==> src/rtl/soc_delay_scheduler.sv <==
// Shared one-shot delay engine: grants requesters round-robin, counts the granted
// delay down on a single counter and pulses done for the owner when it expires.
module soc_delay_scheduler #(
    parameter int unsigned REQ_COUNT = 4,
    parameter int unsigned CNT_WIDTH = 32
) (
    input  logic                                clk,
    input  logic                                res_n,
    input  logic [REQ_COUNT-1:0]                req,
    input  logic [REQ_COUNT-1:0][CNT_WIDTH-1:0] req_delay,
    input  logic [REQ_COUNT-1:0]                cancel,
    output logic [REQ_COUNT-1:0]                ack,
    output logic [REQ_COUNT-1:0]                done,
    output logic                                busy,
    output logic [3:0]                          active_id,
    output logic [CNT_WIDTH-1:0]                remaining
);

    localparam int unsigned IdW = (REQ_COUNT > 1) ? $clog2(REQ_COUNT) : 1;

    typedef enum logic [1:0] {
        StIdle,
        StCount,
        StDone
    } state_e;

    state_e               state_q, state_d;
    logic [IdW-1:0]       ptr_q, ptr_d;
    logic [IdW-1:0]       aid_q, aid_d;
    logic [REQ_COUNT-1:0] ack_q, ack_d;
    logic [REQ_COUNT-1:0] done_q, done_d;
    logic                 busy_q, busy_d;
    logic [CNT_WIDTH-1:0] rem_q, rem_d;

    logic [IdW-1:0]       win_idx;
    logic                 win_found;
    int unsigned          scan_idx;
    logic [IdW-1:0]       ptr_inc;

    // First pending requester at or above the pointer, wrapping modulo REQ_COUNT.
    always_comb begin
        win_idx   = '0;
        win_found = 1'b0;
        scan_idx  = 0;
        for (int unsigned i = 0; i < REQ_COUNT; i++) begin
            scan_idx = int'(ptr_q) + i;
            if (scan_idx >= REQ_COUNT) begin
                scan_idx = scan_idx - REQ_COUNT;
            end
            if (!win_found && req[IdW'(scan_idx)]) begin
                win_found = 1'b1;
                win_idx   = IdW'(scan_idx);
            end
        end
    end

    assign ptr_inc = (aid_q == IdW'(REQ_COUNT - 1)) ? '0 : aid_q + IdW'(1);

    always_comb begin
        state_d = state_q;
        ptr_d   = ptr_q;
        aid_d   = aid_q;
        ack_d   = '0;
        done_d  = '0;
        busy_d  = busy_q;
        rem_d   = rem_q;
        unique case (state_q)
            StIdle: begin
                if (win_found) begin
                    state_d        = StCount;
                    ack_d[win_idx] = 1'b1;
                    aid_d          = win_idx;
                    busy_d         = 1'b1;
                    // A zero delay is serviced exactly like a delay of one.
                    rem_d          = (req_delay[win_idx] == '0) ? CNT_WIDTH'(1)
                                                                : req_delay[win_idx];
                end
            end
            StCount: begin
                if (cancel[aid_q]) begin
                    state_d = StIdle;
                    rem_d   = '0;
                    busy_d  = 1'b0;
                    ptr_d   = ptr_inc;
                end else if (rem_q <= CNT_WIDTH'(1)) begin
                    state_d       = StDone;
                    rem_d         = '0;
                    done_d[aid_q] = 1'b1;
                end else begin
                    rem_d = rem_q - CNT_WIDTH'(1);
                end
            end
            StDone: begin
                state_d = StIdle;
                busy_d  = 1'b0;
                ptr_d   = ptr_inc;
            end
            default: begin
                state_d = StIdle;
                busy_d  = 1'b0;
            end
        endcase
    end

    always_ff @(posedge clk or negedge res_n) begin
        if (!res_n) begin
            state_q <= StIdle;
            ptr_q   <= '0;
            aid_q   <= '0;
            ack_q   <= '0;
            done_q  <= '0;
            busy_q  <= 1'b0;
            rem_q   <= '0;
        end else begin
            state_q <= state_d;
            ptr_q   <= ptr_d;
            aid_q   <= aid_d;
            ack_q   <= ack_d;
            done_q  <= done_d;
            busy_q  <= busy_d;
            rem_q   <= rem_d;
        end
    end

    assign ack       = ack_q;
    assign done      = done_q;
    assign busy      = busy_q;
    assign active_id = 4'(aid_q);
    assign remaining = rem_q;

endmodule

==> config.mk <==
export PLATFORM = sky130hd
export DESIGN_NAME = soc_delay_scheduler
export DESIGN_NICKNAME = d
export VERILOG_FILES = /design/src/rtl/soc_delay_scheduler.sv
export SDC_FILE = /design/constraint.sdc
export NUM_CORES = 1
export LEC_CHECK = 0
export ABC_AREA = 0
export ABC_CLOCK_PERIOD_IN_PS = 3150
export BUFFER_PORTS_ARGS = -buffer_cell sky130_fd_sc_hd__buf_2
export CAP_MARGIN = 20
export CORE_MARGIN = 10
export CORE_UTILIZATION = 47
export CTS_CLUSTER_DIAMETER = 100
export DETAILED_ROUTE_END_ITERATION = 10
export PLACE_DENSITY = 0.82
export SYNTH_ARGS = -nofsm -noshare
export SYNTH_HDL_FRONTEND = slang
export SYNTH_SLANG_ARGS = --single-unit
==> constraint.sdc <==
create_clock -name clk -period 3.15 [get_ports clk]
set_input_delay 0.315 -clock clk [delete_from_list [all_inputs] [get_ports clk]]
set_output_delay 0.315 -clock clk [all_outputs]
set_load 0.01 [all_outputs]
==> summary.md <==
| Metric | Value |
|---|---|
| Status | completed |
| Final setup vio count | 0 |
| Ports | 183 |
| CTS root buf | clkbuf_8 |
| Fraction of layout cells with a size suffix above 1 | 0.403 |
| Synthesized area per cell | 8.82 µm² |
| Largest buffer count on any clock path | 2 |
| Crit share post-route | 0.868 |
| Critical R2R Capture | remaining[5] |
| RSZ-0062 raised after global routing | no |
| First-pass GRT wire length | 19,900 µm |
| Core area | 7730 µm² |
| Synth Register Bits | 47 |
| Fillers | 666 |
| Yosys warning total | 0 |
| Area leader, netlist | dfrtp_1 |
| PwrDens | 860 nW/µm² |
| DR WL/cell | 18.9 µm |
| Max H-tree Level | 2 |
| Worst VDD drop | 0.406 mV |
| Drt first pass iters | 5 |
| Fin nets | 739 |
| Vias/cell | 5.79 |
| Routed Antenna Nets | 0 |
| Worst Slack Setup Final | 415 ps |
| Mapped Cells | 423 |
| Port bufs | 180 |
| Worst Setup End Kind | flip-flop |
| Clock Skew | 17.6 ps |
| Clock latency at the later pin of the worst-skew pair | 310 ps |
| Slew Viols, Final | 0 |
| DRT iter0 DRCs | 325 |
| DP HPWL | 10,400 µm |
| Max cap viols | 0 |
| Critical path class | flip-flop to flip-flop |
| Critical Path Fanout Max | 33 |
| Placed Area | 4730 µm² |
| Cell Area, Synth | 3730 µm² |
| Leak pwr | 0.00240 µW |
| Post-CTS Resized | 0 |
| Die area | 11,900 µm² |
| Detailed-route via count | 4,041 |
| Die height | 109 µm |
| Reg2Reg Depth | 8 |
| Antenna violations before repair | 0 |
| Least-Margin Pin Slew | 628 ps |
| Final Hold Viols | 0 |
| Slew Limit Headroom | 0.581 |
| TritonCTS Buffers | 5 |
| Top-area cell type share of the netlist area | 0.315 |
| Initial Utilization | 0.483 |
| Die Span X | 109 µm |
| Top post-synthesis cells by area | dfrtp_1 32%, mux2i_1 17%, mux2_2 10%, o21ai_0 5.2%, nand2_1 4.7% |
| Worst min path class | input pin to asynchronous set/reset pin |
| GPL Wtd Cong | 0.863 |
| Routed wire length | 13,200 µm |
| Largest net degree at the start of global routing | 53 |
| Num rows | 32 |
| Total global-route track usage | 0.206 |
| P&R area growth vs syn | 31.1% |
| Register area share after synthesis | 0.315 |
| Cell variety after synth | 42 |
| Critical path arrival | 2920 ps |
| CTS sink cnt | 47 |
| Setup WS pre-CTS | 448 ps |
| Setup TNS | 0 ps |
| Max Clk Rate | 366 MHz |
| Layout Utilization | 0.633 |
| CTS tree | yes |
| Vias in the first global route | 4,094 |
| Worst Setup Start Kind | flip-flop |
| DRC violations left | 0 |
| N_diodes | 0 |
| Final min period | 2740 ps |
| Post-CTS Setup Inserts | 0 |
| Clock Pin Slew Worst Setup and Hold Paths | 100 ps |
| Worst EP required | 3340 ps |
| GRT overflow | 0 |
| Worst r2r src | remaining[25] |
| Final Cell Area | 4890 µm² |
| Post-CTS Hold Buffers | 0 |
| Reg2reg setup slack | 410 ps |
[worst max path at each step]
stage	startpoint	endpoint	depth (start not counted)
2_1_floorplan	remaining[25]	remaining[11]	10
3_3_place_gp	remaining[25]	remaining[7]	8
3_5_place_dp	remaining[25]	remaining[26]	8
4_1_cts	remaining[25]	remaining[26]	8
5_1_grt	remaining[25]	remaining[20]	8
6_report	remaining[25]	remaining[5]	8
[logic make-up after synthesis]
kind of cell / after synthesis / synth area share
buf+inv: 32 / 0.0429
other cells: 1 / 0.00101
flops: 47 / 0.315
fa+ha+maj: 6 / 0.0201
simple gates: 144 / 0.189
compound gates: 94 / 0.152
mux: 99 / 0.280
[layer usage]
metal / up-vias / part of all wire / GRT usage
li1: 1911 / - / -
met4: 0 / 0.020 / 0.0621
met5: - / 0 / 0
met1: 1881 / 0.39 / 0.254
met3: 22 / 0.096 / 0.0466
met2: 227 / 0.49 / 0.351
[registers in the layout, summed over array words and instances, names as in the netlist]
signal     cells
state_q        2
aid_q          2
ack            4
ptr_q          2
done           4
remaining     32
busy           1
[cell usage in the layout, fill, tap and decap left out, types with 4 or more instances in the layout]
master | netlist | layout
buf_4 | 2 | 5
nor3_1 | 15 | 15
inv_1 | 8 | 8
ha_1 | 6 | 6
o21ai_0 | 39 | 39
o21ai_1 | 5 | 5
nand2b_1 | 4 | 4
and2_1 | 5 | 5
nand4_1 | 10 | 10
nor2_1 | 30 | 30
dfrtp_1 | 47 | 47
buf_2 | 14 | 180
o22ai_1 | 5 | 4
o221ai_1 | 17 | 17
a21oi_1 | 18 | 18
nor4_1 | 9 | 9
nand2_1 | 47 | 47
mux2_2 | 33 | 33
mux2i_1 | 65 | 65
clkbuf_8 | 0 | 5
nand3_1 | 5 | 5
[worst max-delay path: stages, from the launching register on]
cell and delay (ps):
dfrtp_1 460, or4_4 560, or3_4 350, or4_4 550, nand2_1 140, buf_12 200
a21oi_1 60, o21ai_0 170, o221ai_1 130
[cells in the mapped netlist]
cell	n
mux4_2	1
nand2b_1	4
ha_1	6
or2_2	3
buf_6	2
mux2_2	33
o22a_1	1
and2_4	1
a211oi_1	1
inv_1	8
or3_4	1
nand2_2	2
clkbuf_1	6
nor3b_1	1
a31oi_1	2
o21ai_1	5
or3_1	3
nor2_2	1
and3_1	2
conb_1	1
or4_4	2
o221ai_1	17
nor4_1	9
nand4_1	10
nor3_1	15
nand2_1	47
o22ai_1	5
dfrtp_1	47
buf_2	14
nor2_1	30
mux2i_1	65
o31ai_1	3
a21oi_1	18
and2_1	5
nand3_1	5
o2111ai_1	1
a21boi_0	1
o21a_1	1
nand3b_1	1
o21ai_0	39
buf_4	2
or4_1	2
[cell type report]
type	instances	area, µm²	area share
Inverter	8	30.0	0.00614
Clock inverter	2	60.1	0.0123
Sequential cell	47	1180	0.241
Tap cell	102	128	0.0261
Clock buffer	6	72.6	0.0148
Multi-Input combinational cell	345	2420	0.494
Timing Repair Buffer	188	1010	0.206
[through the flow]
| step | hold WS [ps] | total power (µW) | std cells |
|---|---|---|---|
| 2_1_floorplan | 19.4 | 2830 | 424 |
| 3_3_place_gp | 510 | 3570 | 689 |
| 3_5_place_dp | 536 | 3660 | 689 |
| 4_1_cts | 238 | 4190 | 697 |
| 5_1_grt | 49.0 | 4510 | 698 |
| 6_report | 14.7 | 4200 | 698 |
[power by group]
group	total [µW]	switching [µW]	internal (µW)
clock	537	220	318
sequential	1180	327	849
combinational	2490	1390	1100
No activity file was read; power rests on OpenSTA's default activity.
